### config.mk
export PLATFORM = sky130hd
export DESIGN_NAME = rx_deser_flat
export DESIGN_NICKNAME = d
export VERILOG_FILES = /design/src/rtl/rx_deser_if.sv /design/src/rtl/rx_deser.sv /design/src/flat_wrapper.sv
export SDC_FILE = /design/constraint.sdc
export NUM_CORES = 1
export LEC_CHECK = 0
export ABC_AREA = 1
export CAP_MARGIN = 20
export CORE_ASPECT_RATIO = 0.7
export CORE_UTILIZATION = 46
export DETAILED_ROUTE_END_ITERATION = 8
export PLACE_DENSITY = 0.66
export SLEW_MARGIN = 5
export SYNTH_ARGS = -nofsm -noshare
export SYNTH_HDL_FRONTEND = slang
export SYNTH_SLANG_ARGS = --single-unit
### constraint.sdc
create_clock -name clk -period 4.05 [get_ports clk]
set_input_delay 0.405 -clock clk [delete_from_list [all_inputs] [get_ports clk]]
set_output_delay 0.405 -clock clk [all_outputs]
set_load 0.02 [all_outputs]
### src/rtl/rx_deser_if.sv
// rtl/rx_deser_if.sv - byte input strobe and block output valid/ready bundle for rx_deser
interface rx_deser_if #(
    parameter int BYTE_W    = 8,
    parameter int NUM_BYTES = 16
);
    logic [BYTE_W-1:0]           in_data;
    logic                        in_valid;
    logic [BYTE_W*NUM_BYTES-1:0] out_data;
    logic                        out_valid;
    logic                        out_ready;

    modport master (
        output in_data,
        output in_valid,
        output out_ready,
        input  out_data,
        input  out_valid
    );

    modport slave (
        input  in_data,
        input  in_valid,
        input  out_ready,
        output out_data,
        output out_valid
    );
endinterface

### src/rtl/rx_deser.sv
// rtl/rx_deser.sv - double-buffered byte-to-block deserializer with timeout and overrun
module rx_deser #(
    parameter int BYTE_W    = 8,
    parameter int NUM_BYTES = 16,
    parameter bit MSB_FIRST = 1'b1,
    parameter int TIMEOUT   = 0
) (
    input  logic                           clk,
    input  logic                           reset,
    input  logic                           clear,
    rx_deser_if.slave                      bus,
    output logic [$clog2(NUM_BYTES+1)-1:0] byte_cnt,
    output logic                           overrun,
    output logic                           timeout_err
);
    localparam int CNT_W = $clog2(NUM_BYTES + 1);
    localparam int TMR_W = (TIMEOUT > 0) ? $clog2(TIMEOUT + 1) : 1;
    localparam int ACC_W = (NUM_BYTES - 1) * BYTE_W;
    localparam int BLK_W = NUM_BYTES * BYTE_W;
    localparam logic [CNT_W-1:0] LAST_IDX = CNT_W'(NUM_BYTES - 1);
    localparam logic [CNT_W-1:0] FULL_CNT = CNT_W'(NUM_BYTES);
    localparam logic [TMR_W-1:0] TMR_LAST = TMR_W'((TIMEOUT > 0) ? TIMEOUT - 1 : 0);

    typedef enum logic {COLLECT, FULL} state_t;

    state_t             state_q, state_d;
    logic [ACC_W-1:0]   acc_q, acc_d;
    logic [BYTE_W-1:0]  hold_q, hold_d;
    logic [CNT_W-1:0]   cnt_q, cnt_d;
    logic [TMR_W-1:0]   timer_q, timer_d;
    logic [BLK_W-1:0]   out_data_q, out_data_d;
    logic               out_valid_q, out_valid_d;
    logic               overrun_q, overrun_d;
    logic               timeout_err_q, timeout_err_d;
    logic               hs;

    // The accumulator is kept in arrival order; byte order is applied only here.
    function automatic logic [BLK_W-1:0] assemble(input logic [ACC_W-1:0] acc,
                                                  input logic [BYTE_W-1:0] last);
        logic [BLK_W-1:0] arrival;
        logic [BLK_W-1:0] blk;
        arrival = {last, acc};
        blk     = arrival;
        if (MSB_FIRST) begin
            for (int i = 0; i < NUM_BYTES; i++) begin
                blk[(NUM_BYTES-1-i)*BYTE_W +: BYTE_W] = arrival[i*BYTE_W +: BYTE_W];
            end
        end
        return blk;
    endfunction

    assign hs = out_valid_q & bus.out_ready;

    always_comb begin
        state_d       = state_q;
        acc_d         = acc_q;
        hold_d        = hold_q;
        cnt_d         = cnt_q;
        timer_d       = timer_q;
        out_data_d    = out_data_q;
        out_valid_d   = out_valid_q & ~hs;
        overrun_d     = 1'b0;
        timeout_err_d = 1'b0;

        if (state_q == COLLECT) begin
            if (clear) begin
                cnt_d   = '0;
                timer_d = '0;
            end else if (bus.in_valid) begin
                timer_d = '0;
                if (cnt_q == LAST_IDX) begin
                    if (!out_valid_q || hs) begin
                        out_data_d  = assemble(acc_q, bus.in_data);
                        out_valid_d = 1'b1;
                        cnt_d       = '0;
                    end else begin
                        hold_d  = bus.in_data;
                        state_d = FULL;
                        cnt_d   = FULL_CNT;
                    end
                end else begin
                    for (int i = 0; i < NUM_BYTES - 1; i++) begin
                        if (cnt_q == CNT_W'(i)) acc_d[i*BYTE_W +: BYTE_W] = bus.in_data;
                    end
                    cnt_d = cnt_q + 1'b1;
                end
            end else if (TIMEOUT > 0 && cnt_q != '0) begin
                // A strobe in the expiry cycle takes the branch above, so it always wins.
                if (timer_q >= TMR_LAST) begin
                    cnt_d         = '0;
                    acc_d         = '0;
                    timer_d       = '0;
                    timeout_err_d = 1'b1;
                end else begin
                    timer_d = timer_q + 1'b1;
                end
            end
        end else begin
            if (clear) begin
                state_d = COLLECT;
                cnt_d   = '0;
                timer_d = '0;
            end else if (hs) begin
                out_data_d  = assemble(acc_q, hold_q);
                out_valid_d = 1'b1;
                state_d     = COLLECT;
                timer_d     = '0;
                if (bus.in_valid) begin
                    acc_d[BYTE_W-1:0] = bus.in_data;
                    cnt_d             = CNT_W'(1);
                end else begin
                    cnt_d = '0;
                end
            end else if (bus.in_valid) begin
                overrun_d = 1'b1;
            end
        end
    end

    always_ff @(posedge clk or negedge reset) begin
        if (!reset) begin
            state_q       <= COLLECT;
            acc_q         <= '0;
            hold_q        <= '0;
            cnt_q         <= '0;
            timer_q       <= '0;
            out_data_q    <= '0;
            out_valid_q   <= 1'b0;
            overrun_q     <= 1'b0;
            timeout_err_q <= 1'b0;
        end else begin
            state_q       <= state_d;
            acc_q         <= acc_d;
            hold_q        <= hold_d;
            cnt_q         <= cnt_d;
            timer_q       <= timer_d;
            out_data_q    <= out_data_d;
            out_valid_q   <= out_valid_d;
            overrun_q     <= overrun_d;
            timeout_err_q <= timeout_err_d;
        end
    end

    assign bus.out_data  = out_data_q;
    assign bus.out_valid = out_valid_q;
    assign byte_cnt      = cnt_q;
    assign overrun       = overrun_q;
    assign timeout_err   = timeout_err_q;
endmodule

### src/flat_wrapper.sv
// flat-port wrapper written by rule: the top's interface ports become plain ports
module rx_deser_flat 
#(
    parameter int BYTE_W    = 8,
    parameter int NUM_BYTES = 16,
    parameter bit MSB_FIRST = 1'b1,
    parameter int TIMEOUT   = 0
)
  (clk, reset, clear, byte_cnt, overrun, timeout_err, bus_in_data, bus_in_valid, bus_out_ready, bus_out_data, bus_out_valid);
  rx_deser_if #(.BYTE_W(BYTE_W), .NUM_BYTES(NUM_BYTES)) bus_i ();
  input  logic clk;
  input  logic reset;
  input  logic clear;
  output logic [$clog2(NUM_BYTES+1)-1:0] byte_cnt;
  output logic overrun;
  output logic timeout_err;
  input wire logic [$bits(bus_i.in_data)-1:0] bus_in_data;
  input wire logic [$bits(bus_i.in_valid)-1:0] bus_in_valid;
  input wire logic [$bits(bus_i.out_ready)-1:0] bus_out_ready;
  output wire logic [$bits(bus_i.out_data)-1:0] bus_out_data;
  output wire logic [$bits(bus_i.out_valid)-1:0] bus_out_valid;
  assign bus_i.in_data = bus_in_data;
  assign bus_i.in_valid = bus_in_valid;
  assign bus_i.out_ready = bus_out_ready;
  assign bus_out_data = bus_i.out_data;
  assign bus_out_valid = bus_i.out_valid;
  rx_deser #(.BYTE_W(BYTE_W), .NUM_BYTES(NUM_BYTES), .MSB_FIRST(MSB_FIRST), .TIMEOUT(TIMEOUT)) u_core (.clk(clk), .reset(reset), .clear(clear), .bus(bus_i), .byte_cnt(byte_cnt), .overrun(overrun), .timeout_err(timeout_err));
endmodule
* Yosys cells after proc, flatten, opt, wreduce, memory -nomap -nowiden
Index checks and enable logic that the tools add are counted.
** Cells by class
- Add/subtract/negate cells :: 1
- Equal/unequal tests :: 19
- Muxes and demuxes :: 41
- Bitwise gates (word level) :: 7
- Reduce and logical (&&, ||, !) cells :: 26
** Operators by type and width (count)
- two-way mux 128 bit :: 7
- AND reduction 5 bit :: 16
- two-way mux 8 bit :: 8
- equality test 5 x 4 -> 1 bit (second input constant) :: 8
- two-way mux 5 bit :: 7
- equality test 5 x 3 -> 1 bit (second input constant) :: 4
- two-way mux 1 bit :: 19
- equality test 5 x 2 -> 1 bit (second input constant) :: 2
- nonzero test 2 bit :: 4
- AND reduction 6 bit :: 1
- adder 5 x 1 -> 5 bit (second input constant) :: 1
- equality test 5 x 1 -> 1 bit (second input constant) :: 1
- logical NOT 5 bit :: 1
- inverter 1 bit :: 5
- inequality test 2 bit (second input constant) :: 2
- inequality test 3 bit (second input constant) :: 1
- nonzero test 3 bit :: 1
- bitwise AND 1 bit :: 2
- inequality test 2 x 1 -> 1 bit (second input constant) :: 1
- AND reduction 2 bit :: 1
- logical NOT 1 bit :: 1
- logical OR 1 bit :: 1
** Word-level totals
- Flip-flop bits (word level) :: 264
- Bits of input ports :: 13
- Logic and storage cells :: 115

* Logic depth before layout (Yosys ltp)
- Depth after elaboration :: 8
- Mapped depth :: 10
- Gate-level depth less buffers :: 9

* Least setup slack after synthesis
OpenSTA, ideal clock, no wires.
- Kind :: reg-to-reg
- Start point :: register u_core.cnt_q[0], in the netlist u_core.byte_cnt[0]
- End point :: register u_core.out_data_q[37], in the netlist u_core.bus.out_data[37]
- Setup time :: 0.066 ns
- Arrival :: 1.666 ns
- Required time :: 3.984 ns
- Slack :: 2.318 ns
- Cell stages (with the launch flop) :: 11
- Buffers on the path :: 2
- Period minus slack after synthesis :: 1.732 ns
- Cell sequence :: dfrtp_1 ha_1 nand2_1 nor2_1 nand2_1 nand2_1 nand2_1 clkbuf_1 clkbuf_1 nand2_1 nand2_1
** Between the ends
- Longest elaborated chain between the ends :: 3
** Ends and longest elaborated chain
- from (decl) :: line rx_deser.sv:29 : logic [CNT_W-1:0] cnt_q, cnt_d;
- from (signal assigned) :: line rx_deser.sv:135 : cnt_q <= cnt_d;
- equality test 5 x 4 -> 1 bit :: line rx_deser.sv:71 : if (cnt_q == LAST_IDX) begin
- nonzero test 2 bit (no source line)
- AND reduction 5 bit (no source line)
- to (signal assigned) :: line rx_deser.sv:137 : out_data_q <= out_data_d;
- to (decl) :: line rx_deser.sv:31 : logic [BLK_W-1:0] out_data_q, out_data_d;
Every way passes these cells.
A chain may end at the register's enable or synchronous reset.

* Worst setup path in the final report
- Start point :: register u_core.state_q
- End point :: register u_core.out_data_q[19], in the netlist u_core.bus.out_data[19]
** Between the ends
- Longest elaborated chain between the ends :: 2
- Elaborated cells between the ends (all ways) :: 6
** Ends and longest elaborated chain
- from (decl) :: line rx_deser.sv:26 : state_t state_q, state_d;
- from (signal assigned) :: line rx_deser.sv:132 : state_q <= state_d;
- inequality test 2 bit (no source line) or nonzero test 2 bit (tied branches)
- AND reduction 5 bit (no source line)
Several ways; a longest one is shown, not always the timed one.

==> results by group <==
Placed design
  • Gpl congestion: 0.831
  • Input/output buffers: about 150
  • Inst Count DP: ~1500
  • Dpl hpwl: approximately 15000 um

Final layout
  • Layout cells sized above 1: 0.0409
  • Area growth, synth to finish: 23.8%
  • Final #Nets: 1221
  • Fin cells: about 1500
  • Fillers: 1912

Routing
  • WL/cell: approximately 16 um
  • Vias/cell: roughly 5.2
  • TritonRoute pass-1 iters: 7
  • DR vias: 7793
  • WL final: between 20000 and 25000 um
  • Routed length on met2: 10700 um
  • DRC viols: 24
  • Number of routed nets with antenna violations: 0
  • Wl on met1: 12300 um
  • Top layer in use: met4
  • Met3 WL post-DR: between 1000 and 1500 um
  • First-iteration detailed-routing DRC count: 730

Timing
  • RSZ-0062 raised after global routing: no
  • Worst Tran Pin Value: around 0.93 ns
  • Final setup vio count: 0
  • Pins Over Slew Limit: 0
  • Clock Skew: 0.0192 ns
  • Relative slew slack: 0.379
  • Final critical-path required period: between 2 and 2.5 ns
  • Final hold slack: about 0.43 ns
  • Fin. Hold Viols: 0
  • Max Clk Rate: 415 MHz
  • Post-route clock period utilization: 0.595
  • Fin Setup TNS: 0 ns

Status
  • Failing checks: design-rule violations
  • Outcome: complete, but fails checks

CTS
  • Clock Latency Late Sink: between 0.5 and 0.6 ns
  • CTS tree: built
  • Clock Pin Slew Worst Setup and Hold Paths: around 0.060 ns
  • TritonCTS Buffers: 25
  • # H-tree levels: 1
  • Clock root cell: clkbuf_16
  • Sink Count: 264
  • CTS resizes: 0
  • Max clock buf depth: 3

Yosys
  • Async S/R FF share, synth: 1.00
  • Post-synth EDFFs: 0
  • Post-Synthesis Cells: 1091
  • Netlist Area Pre-Place: between 10000 and 15000 um2
  • Synth cell types: 16
  • Ys Warns: 0
  • Flops & latches, synth: ~260
  • Synth cell count leaders: 421 x nand2_1, 264 x dfrtp_1, 146 x nand3_1
  • Ys flop type: dfrtp_1
  • Ranking of synthesized cells by area: dfrtp_1 65%, nand2_1 16%, nand3_1 7.2%
  • Seq/Total Area, Yosys: 0.650
  • Area leader, netlist: dfrtp_1
  • Synth Net Count: approximately 1100
  • Most numerous cell in the Yosys netlist: nand2_1
  • Share of the synthesized area in the top cell type: 0.650
  • Syn_area_per_cell: 9.31 um2

Floorplan
  • # IOs: around 150
  • Core area: 21700 um2
  • Die area: around 23000 um2
  • Die width: between 150 and 200 um
  • Die Ht: roughly 130 um
  • Rows: 45
  • Starting Density: 0.469

Flow run
  • Max-cap violations: 0

Global routing
  • Largest net degree at the start of global routing: 129
  • Gr ovfl total: 0
  • Initial antenna violation count: 0
  • Global Route Usage Sum: 0.220
  • First-pass GRT wire length: around 40000 um
  • Vias in the first global route: between 7000 and 8000

Min path
  • Tightest Hold Check Type: in -> async

Critical path
  • Setup Crit Path Kind: reg -> reg
  • Worst Setup End Kind: register
  • Data arrival, critical path: approximately 2.8 ns
  • CP Launch Type: register
  • Crit path required time: approximately 4.5 ns
  • Crit-path max FO: 56

Power and ir drop
  • Pleak: around 6.3 nW
  • Pwr Density: 441 nW/um2
  • Peak VDD IR: between 200 and 250 uV
==> where the power goes <==
group / internal, W / switching [W] / leakage, nW
sequential: 0.00284 / 0.000121 / 3.62
combinational: 0.000120 / 0.000242 / 2.25
clock: 0.00126 / 0.000976 / 0.389
total: 0.00421 / 0.00134 / 6.26
==> flip-flops by register name, summed over array words and instances, names as in the netlist, named ones only <==
register and flops:
u_core.bus.out_data 128, u_core.byte_cnt 5, u_core.acc_q 120, u_core.overrun 1, u_core.hold_q 8, u_core.state_q 1
==> through the flow <==
stage	total power, W	area (um2)	utilization	setup WS (ns)
2_1_floorplan	0.00318	10200	-	2.32
3_3_place_gp	0.00335	11800	0.544	1.45
3_5_place_dp	0.00336	11800	0.544	1.41
4_1_cts	0.00560	12600	0.580	1.66
5_1_grt	0.00578	12600	0.580	1.42
6_report	0.00555	12600	0.580	1.64
==> final cells by class <==
cell class	count	area, um2	area share
tap	282	353	0.0280
sequential	264	6610	0.525
multi-input combinational	733	3180	0.253
clock buffer	39	738	0.0587
timing repair buffer	156	1570	0.125
antenna	1	2.50	0.000199
inverter	24	90.1	0.00716
clock inverter	7	42.5	0.00338
==> worst paths after layout <==
| check | slack [ns] | endpoint | depth (start not counted) | from |
|---|---|---|---|---|
| worst min register to register | 0.47 | u_core.bus.out_data[53]$_DFFE_PN0P_ | 2 | u_core.bus.out_data[53]$_DFFE_PN0P_ |
| worst max register to register | 1.64 | u_core.bus.out_data[19]$_DFFE_PN0P_ | 8 | u_core.state_q$_DFF_PN0_ |
| worst min-delay path | 0.43 | u_core.bus.out_data[93]$_DFFE_PN0P_ | 2 | reset |
| min in group clk | 0.47 | u_core.bus.out_data[53]$_DFFE_PN0P_ | 2 | u_core.bus.out_data[53]$_DFFE_PN0P_ |
| worst max-delay path | 1.64 | u_core.bus.out_data[19]$_DFFE_PN0P_ | 8 | u_core.state_q$_DFF_PN0_ |
| max in group asynchronous | 2.57 | u_core.acc_q[40]$_DFFE_PN0P_ | 3 | reset |
==> what timing repair did <==
item | CTS | global route
buffers inserted | 0 | 0
endpoints found under the hold margin | 67 | 0
hold buffers | 1 | 0
==> worst max-delay path, stage by stage (launching register included) <==
cell,delay (ns)
dfrtp_1,0.77
inv_1,0.24
nand2_1,0.14
nand2_1,0.10
nor2_4,0.16
nand2_4,0.24
buf_4,0.40
nand2_1,0.15
nand2_1,0.07
==> layer usage <==
metal,global-route usage,up-vias
met1,0.347,3807
met2,0.326,203
met5,0,-
li1,-,3757
met3,0.0339,26
met4,0.0411,0
==> cells by family after synthesis <==
kind of cell | Yosys count | synth area share
adders and majority gates | 4 | 0.00493
other | 1 | 0.000369
buffers and inverters | 94 | 0.0394
and+or+nand+nor | 583 | 0.233
AOI/OAI and AO/OA | 145 | 0.0718
DFF | 264 | 0.650
==> layout by cell type, fill, tap and decap left out <==
cell type / synthesis / final
o211ai_1: 1 / 1
clkbuf_16: 0 / 25
inv_1: 24 / 24
inv_6: 0 / 2
nor2_1: 15 / 14
a21oi_1: 5 / 5
o21ai_0: 138 / 138
nand2_4: 0 / 2
o22ai_1: 1 / 1
nor2_4: 0 / 1
ha_1: 4 / 4
clkbuf_1: 31 / 8
clkdlybuf4s50_1: 0 / 146
diode_2: 0 / 1
clkinv_2: 0 / 5
conb_1: 1 / 1
clkbuf_8: 0 / 6
dfrtp_1: 264 / 264
dlygate4sd3_1: 0 / 1
nor3_1: 1 / 1
nand2_1: 421 / 419
buf_12: 0 / 2
nand3_1: 146 / 146
buf_4: 2 / 6
buf_8: 0 / 1
No activity file was read; power rests on OpenSTA's default activity.
